**src/rtl/screen_edge_detector.sv**
```systemverilog
// Per-frame detector for the player sprite leaving the screen through the top or bottom edge.
// Ports: CLK, reset, frame_clk, player_y, player_vy, background_number, warp_ack in;
//        ts_collide, bs_collide, warp_valid, warp_y, busy out (all registered).
module screen_edge_detector #(
    parameter int SIZE            = 16,
    parameter int TOP_EDGE        = 0,
    parameter int BOTTOM_EDGE     = 479,
    parameter int MARGIN          = 8,
    parameter int COOLDOWN_FRAMES = 4
) (
    input  logic        CLK,
    input  logic        reset,
    input  logic        frame_clk,
    input  logic [9:0]  player_y,
    input  logic [9:0]  player_vy,
    input  logic [10:0] background_number,
    input  logic        warp_ack,
    output logic        ts_collide,
    output logic        bs_collide,
    output logic        warp_valid,
    output logic [9:0]  warp_y,
    output logic        busy
);

    typedef enum logic [1:0] {ARMED, PULSE, WARP, COOLDOWN} state_t;

    localparam int CW = (COOLDOWN_FRAMES < 1) ? 1 : $clog2(COOLDOWN_FRAMES + 1);

    localparam logic [9:0]    TOP_Y    = 10'(TOP_EDGE);
    localparam logic [9:0]    WRAP_Y   = 10'd992;
    localparam logic [10:0]   SIZE_M1  = 11'(SIZE - 1);
    localparam logic [10:0]   BOT_Y    = 11'(BOTTOM_EDGE);
    localparam logic [9:0]    WARP_TOP = 10'(BOTTOM_EDGE - SIZE - MARGIN + 1);
    localparam logic [9:0]    WARP_BOT = 10'(TOP_EDGE + MARGIN);
    localparam logic [CW-1:0] CD_LOAD  = CW'(COOLDOWN_FRAMES);

    state_t        state_q, state_d;
    logic          dir_top_q, dir_top_d;
    logic [CW-1:0] cnt_q, cnt_d;
    logic [9:0]    wy_q, wy_d;
    logic          ts_q, ts_d;
    logic          bs_q, bs_d;
    logic          wv_q, wv_d;
    logic          busy_q, busy_d;
    logic          s1_q, s2_q, s3_q;

    logic          frame_tick;
    logic [10:0]   bottom_row;
    logic          en_all, en_bot;
    logic          top_hit, bot_hit;

    // s1/s2 synchronise the vsync-domain strobe; s3 turns its rise into a single tick.
    assign frame_tick = s2_q & ~s3_q;

    // Sprite's lowest row, widened so a large player_y cannot wrap.
    assign bottom_row = {1'b0, player_y} + SIZE_M1;

    // Start screen, end screen and an empty code disable detection; level 1 has a floor.
    assign en_all = (background_number[9:0] != 10'd0) &
                    ~background_number[0] & ~background_number[9];
    assign en_bot = en_all & ~background_number[1];

    // Rows at or above 992 are a sprite that has wrapped past row 0 going up.
    assign top_hit = en_all & player_vy[9] &
                     ((player_y <= TOP_Y) | (player_y >= WRAP_Y));
    assign bot_hit = en_bot & ~player_vy[9] & (player_vy != 10'd0) &
                     (bottom_row >= BOT_Y);

    always_ff @(posedge CLK or posedge reset) begin
        if (reset) begin
            s1_q <= 1'b0;
            s2_q <= 1'b0;
            s3_q <= 1'b0;
        end else begin
            s1_q <= frame_clk;
            s2_q <= s1_q;
            s3_q <= s2_q;
        end
    end

    always_comb begin
        state_d   = state_q;
        dir_top_d = dir_top_q;
        cnt_d     = cnt_q;
        wy_d      = wy_q;
        ts_d      = 1'b0;
        bs_d      = 1'b0;
        wv_d      = 1'b0;
        unique case (state_q)
            ARMED: begin
                if (frame_tick) begin
                    if (top_hit) begin
                        state_d   = PULSE;
                        dir_top_d = 1'b1;
                        ts_d      = 1'b1;
                    end else if (bot_hit) begin
                        state_d   = PULSE;
                        dir_top_d = 1'b0;
                        bs_d      = 1'b1;
                    end
                end
            end
            PULSE: begin
                state_d = WARP;
                wy_d    = dir_top_q ? WARP_TOP : WARP_BOT;
                wv_d    = 1'b1;
            end
            WARP: begin
                if (warp_ack) begin
                    state_d = COOLDOWN;
                    cnt_d   = CD_LOAD;
                end else begin
                    wv_d = 1'b1;
                end
            end
            COOLDOWN: begin
                // The tick that empties the counter is consumed, not evaluated.
                if (cnt_q == '0) begin
                    state_d = ARMED;
                end else if (frame_tick) begin
                    cnt_d = cnt_q - 1'b1;
                    if (cnt_q == CW'(1)) begin
                        state_d = ARMED;
                    end
                end
            end
            default: state_d = ARMED;
        endcase
        busy_d = (state_d != ARMED);
    end

    always_ff @(posedge CLK or posedge reset) begin
        if (reset) begin
            state_q   <= ARMED;
            dir_top_q <= 1'b0;
            cnt_q     <= '0;
            wy_q      <= 10'd0;
            ts_q      <= 1'b0;
            bs_q      <= 1'b0;
            wv_q      <= 1'b0;
            busy_q    <= 1'b0;
        end else begin
            state_q   <= state_d;
            dir_top_q <= dir_top_d;
            cnt_q     <= cnt_d;
            wy_q      <= wy_d;
            ts_q      <= ts_d;
            bs_q      <= bs_d;
            wv_q      <= wv_d;
            busy_q    <= busy_d;
        end
    end

    assign ts_collide = ts_q;
    assign bs_collide = bs_q;
    assign warp_valid = wv_q;
    assign warp_y     = wy_q;
    assign busy       = busy_q;

endmodule

```
**config.mk**
```make
export PLATFORM = sky130hd
export DESIGN_NAME = screen_edge_detector
export DESIGN_NICKNAME = d
export VERILOG_FILES = /design/src/rtl/screen_edge_detector.sv
export SDC_FILE = /design/constraint.sdc
export NUM_CORES = 1
export LEC_CHECK = 0
export CAP_MARGIN = 0
export CORE_ASPECT_RATIO = 1.75
export CORE_MARGIN = 2
export CORE_UTILIZATION = 40
export DETAILED_ROUTE_END_ITERATION = 8
export PLACE_DENSITY = 0.79
export SLEW_MARGIN = 10
export SYNTH_ARGS = -nofsm -noshare
export SYNTH_HDL_FRONTEND = slang
export SYNTH_SLANG_ARGS = --single-unit
export TNS_END_PERCENT = 20
```
**constraint.sdc**
```tcl
create_clock -name CLK -period 2.3 [get_ports CLK]
set_input_delay 0.23 -clock CLK [delete_from_list [all_inputs] [get_ports CLK]]
set_output_delay 0.23 -clock CLK [all_outputs]
set_load 0.05 [all_outputs]
```
# ---- Yosys cells after proc, flatten, opt, wreduce, memory -nomap -nowiden
# Index checks and enable logic that the tools add are counted.
dict set report op_classes {
  eq_ne 7
  magnitude_cmp 3
  n_reduce_logical 9
  muxes 24
  bitwise 15
  n_addsub 2
}
# op n
set ops {}
lappend ops {{nonzero test 10 bit} 2}
lappend ops {{2-to-1 mux 2 bit} 7}
lappend ops {{adder 10 x 4 -> 11 bit, second input constant} 1}
lappend ops {{>= comparator 11 x 9 -> 1 bit, second input constant} 1}
lappend ops {{>= comparator 10 bit, second input constant} 1}
lappend ops {{<= comparator 10 x 1 -> 1 bit, second input constant} 1}
lappend ops {{2-to-1 mux 1 bit} 10}
lappend ops {{AND 1 bit} 9}
lappend ops {{2-to-1 mux 3 bit} 3}
lappend ops {{2-to-1 mux 9 bit} 1}
lappend ops {{one-hot mux 2 bit (4 select lines)} 1}
lappend ops {{inequality test 2 bit, second input constant} 3}
lappend ops {{one-hot mux 3 bit (2 select lines)} 1}
lappend ops {{nonzero test 2 bit} 3}
lappend ops {{NOT 1 bit} 5}
lappend ops {{== test 2 bit, second input constant} 2}
lappend ops {{AND reduction 4 bit} 1}
lappend ops {{== test 3 x 1 -> 1 bit, second input constant} 1}
lappend ops {{logical NOT 3 bit} 1}
lappend ops {{AND reduction 3 bit} 1}
lappend ops {{subtractor 3 x 1 -> 3 bit, second input constant} 1}
lappend ops {{== test 2 x 1 -> 1 bit, second input constant} 1}
lappend ops {{logical NOT 2 bit} 1}
lappend ops {{one-hot mux 1 bit (2 select lines)} 1}
lappend ops {{OR 1 bit} 1}
dict set report word_totals {
  out_inout_bits 14
  register_bits 23
  input_bits 35
  word_cells 71
}

# ---- Depth between registers and ports, before layout
dict set report logic_depth {
  depth_word 12
  ltp_mapped 8
  depth_no_buf 8
}

# ---- Worst setup path before layout
# No wires, ideal clock.
dict set report synth_timing {
  path_kind {in2reg}
  startpoint {in player_y[1]}
  endpoint {reg busy_q (netlist: busy)}
  arrival_ns 1.783
  cell_stages 6
  setup_ns 0.124
  setup_slack_ns 0.393
  t_required_ns 2.176
  path_buffers 0
  cell_sequence {or4_4 > nand3_1 > mux2i_1 > a211o_1 > or3b_1 > or2_1}
}
dict set report synth_via {
  elab_chain_cells 8
  elab_cells_between_ends 12
  classes_between {1 x add/sub; 3 x order compare; 4 x mux; 3 x bitwise; 1 x reduce/logical}
}
# element line
set synth_lines {}
lappend synth_lines {{start, declared} 14} ;# input logic [9:0] player_y,
lappend synth_lines {{adder 10 x 4 -> 11 bit} 56} ;# assign bottom_row = {1'b0, player_y} + SIZE_M1;
lappend synth_lines {{>= comparator 11 x 9 -> 1 bit} 67} ;# (bottom_row >= BOT_Y);
lappend synth_lines {{AND 1 bit} 66} ;# assign bot_hit = en_bot & ~player_vy[9] & (player_vy != 10'd0) &
lappend synth_lines {{2-to-1 mux 2 bit} 96} ;# end else if (bot_hit) begin
lappend synth_lines {{2-to-1 mux 2 bit *} 92} ;# if (top_hit) begin
lappend synth_lines {{2-to-1 mux 2 bit *} 91} ;# if (frame_tick) begin
lappend synth_lines {{one-hot mux 2 bit (4 select lines) *} 89} ;# unique case (state_q)
lappend synth_lines {{via state_d[0]} 37} ;# state_t state_q, state_d;
lappend synth_lines {{nonzero test 2 bit *} 129} ;# busy_d = (state_d != ARMED);
lappend synth_lines {{via busy_d} 44} ;# logic busy_q, busy_d;
lappend synth_lines {{end signal, assigned} 150} ;# busy_q <= busy_d;
lappend synth_lines {{end, declared} 44}
# The timed path passes the listed nets; every way through them passes the cells marked *.
# A chain may end at the register's enable or synchronous reset.

# ---- Worst setup path after layout
dict set report layout_timing {
  startpoint {in player_y[3]}
  endpoint {reg busy_q (netlist: busy)}
}
# The elaborated chain is that of the path after synthesis.

==> summary.md <==
| Metric | Value |
|---|---|
| I/O Buffers | approximately 40 |
| CP bufs+invs | 1 |
| Required time worst endpoint | 2.43 ns |
| Layout fillers | 209 |
| Post-Route Setup TNS | 0 ns |
| DRT Pass-1 Iters | 4 |
| Initial core utilization | 0.415 |
| Critical path, cell by cell | clkdlybuf4s50_1, or4_4, nand3_1, mux2i_2, a211o_1, or3b_1, or2_1 |
| DP Worst Slack | -0.222 ns |
| GR Overflow Total | 0 |
| Sequential area share after synthesis | 0.372 |
| Max-slew violations | 0 |
| Ys Warns | 0 |
| Top Family by Delay on Critical Path | simple AND/OR/NAND/NOR gates |
| Clock tree root buffer cell | clkbuf_8 |
| Maximum vdd ir drop | 0.408 mV |
| Clock sinks | 15 |
| Placed Instances | 180 |
| Gpl congestion | between 0.8 and 0.9 |
| Minimum clock period | 2.20 ns |
| Synth top area share | 0.372 |
| Most frequent cell after synthesis | dfrtp_1 |
| Num CTS Buffers | 3 |
| Ant diodes | 0 |
| Worst Clk Skew | 0.00313 ns |
| Met3 Wirelength | 74 um |
| Vias in the first global route | 1,047 |
| Setup Buffers After CTS | 0 |
| First-pass GRT wire length | 4150 um |
| Tcrit/Tclk final | 0.958 |
| Met2 wire len | 1480 um |
| Crit path max-delay cell type | or4_4 |
| Final Setup Violations | 0 |
| Critical Path AT | 2.33 ns |
| Residual DRC | 0 |
| Pwr dens | 746 nW/um^2 |
| GRT Resource Usage Total | 0.180 |
| Reg-to-reg startpoint | cnt_q[1]$_DFFE_PP0P_ |
| Antenna viol nets, final | 0 |
| Worst Hold Slack | ~0.33 ns |
| Synth Cell Area | between 1000 and 1500 sq um |
| RSZ-0062 raised after global routing | no |
| CTS resizes | 0 |
| CTS Buffer Depth | 2 |
| Synth area leader | dfrtp_1 |
| Synth top area cells | dfrtp_1, ha_1, buf_4 |
| Half-perimeter wire length after placement | between 2000 and 2500 um |
| Flop2flop setup slack | 0.42 ns |
| Highest metal used | met4 |
| CTS tree | yes |
| Post-route insts no fill | 184 |
| Final WL | 2430 um |
| Clock-pin slew on the worst setup and hold paths | 0.06 ns |
| Worst Hold Class | input port to async pin |
| Worst Tran Pin Value | about 0.55 ns |
| Rel. slew slack | 0.634 |
| Largest net degree at the start of global routing | 16 |
| Initial antenna violation count | 0 |
| Hold Buf Count CTS | 0 |
| Post-Syn Instances | 109 |
| Cell variety after synth | 36 |
| Number of synthesized flops with an enable pin | 0 |
| Ys flop type | dfrtp_1 |
| Post-Syn Area per Cell | 9.25 sq um |
| Die W | 42.0 um |
| Status | complete, no violations |
| Reg2Reg Depth | 7 |
| CP max FO | 3 |
| Largest stage delay on the critical path | 0.49 ns |
| Initial DRC count | 22 |
| Setup CP Type | input port to flip-flop |
| Ratio of cells with drive above 1 in the final layout | 0.108 |
| Setup crit start kind | input port |
| R2R Path End | busy$_DFF_PP0_ |
| Vias per cell | approximately 5.3 |
| Via count | 970 |
| Die area | 2950 sq um |
| Max cap viols | 0 |
| Leak Pwr | 0.673 nW |
| Final nets | between 200 and 250 |
| Fmax | about 450 MHz |
| Top Ports | 49 |
| Core box area | 2430 sq um |
| Synth async-reset ratio | 1.00 |
| Top cells by count, synth | dfrtp_1, inv_1, nor2_1 |
| Site Rows | 24 |
| Wire per inst | 13.2 um |
| Area Growth Syn to Fin | 50.9% |
| Clk Latency, worst-skew pair | 0.25 ns |
| Max H-tree Level | 1 |
| Overall Power | 1.13 mW |
| Fin. Hold Viols | 0 |
| M1 WL | 834 um |
| Critical path capture point type | flip-flop |
| Flops & latches, synth | 15 |
| Die Y-Extent | between 70 and 80 um |
| Post-route setup slack | approximately 0.096 ns |
==> final cells by class <==
class                      count  area, sq um  share of cell area
multi-input combinational     81          563               0.370
timing repair buffer          48          468               0.308
sequential                    15          375               0.247
clock buffer                   4         45.0              0.0296
inverter                      10         37.5              0.0247
tap                           26         32.5              0.0214
==> cells by family (layout without fill, tap and decap cells) <==
family,count (synthesis),after routing,share of synthesized area
other cells,1,6,0.00372
buf+inv,18,62,0.0968
simple gates,42,42,0.246
flops,15,15,0.372
fa+ha+maj,8,8,0.0993
compound gates,22,22,0.151
mux,3,3,0.0310
==> cell usage in the layout (no fill, tap or decap), types with 3 or more instances in the layout <==
| cell | count |
|---|---|
| nand2_1 | 4 |
| conb_1 | 6 |
| o21ai_0 | 5 |
| dfrtp_1 | 15 |
| nor2b_1 | 5 |
| ha_1 | 8 |
| nand3_1 | 5 |
| inv_1 | 10 |
| buf_4 | 7 |
| clkbuf_8 | 3 |
| nor2_1 | 9 |
| nor4_1 | 5 |
| clkdlybuf4s50_1 | 39 |
==> sequential cells by signal, indices dropped and copies added (netlist names) <==
signal,cells
cnt_q,3
state_q,2
warp_y,2
bs_collide,1
busy,1
dir_top_q,1
s1_q,1
s2_q,1
s3_q,1
ts_collide,1
warp_valid,1
==> layer usage <==
| layer | vias to the layer above | track usage |
|---|---|---|
| met1 | 460 | 0.156 |
| met2 | 31 | 0.373 |
| met5 | - | 0 |
| li1 | 475 | - |
| met3 | 4 | 0.0258 |
| met4 | 0 | 0.0789 |
==> per-stage QoR <==
stage	instance area, sq um	util
after floorplan	1030	-
after global placement	1460	0.601
after detailed placement	1460	0.601
after CTS	1510	0.620
after global routing	1520	0.626
final	1520	0.626
==> worst max path at each step <==
stage	depth (start not counted)	slack [ns]	from	endpoint
floorplan	6	0.39	player_y[1]	busy$_DFF_PP0_
global placement	9	-0.17	player_y[0]	busy$_DFF_PP0_
detailed placement	9	-0.22	player_y[1]	busy$_DFF_PP0_
CTS	9	0.03	player_y[1]	busy$_DFF_PP0_
global route	7	0.03	player_y[3]	busy$_DFF_PP0_
finish	7	0.1	player_y[3]	busy$_DFF_PP0_
==> power by group <==
part	total (mW)	internal [mW]	switching, mW	leakage (nW)
clock network	0.208	0.123	0.0855	0.0228
registers	0.366	0.328	0.0379	0.187
logic	0.560	0.236	0.325	0.464
(Power assumes the default switching activity.)
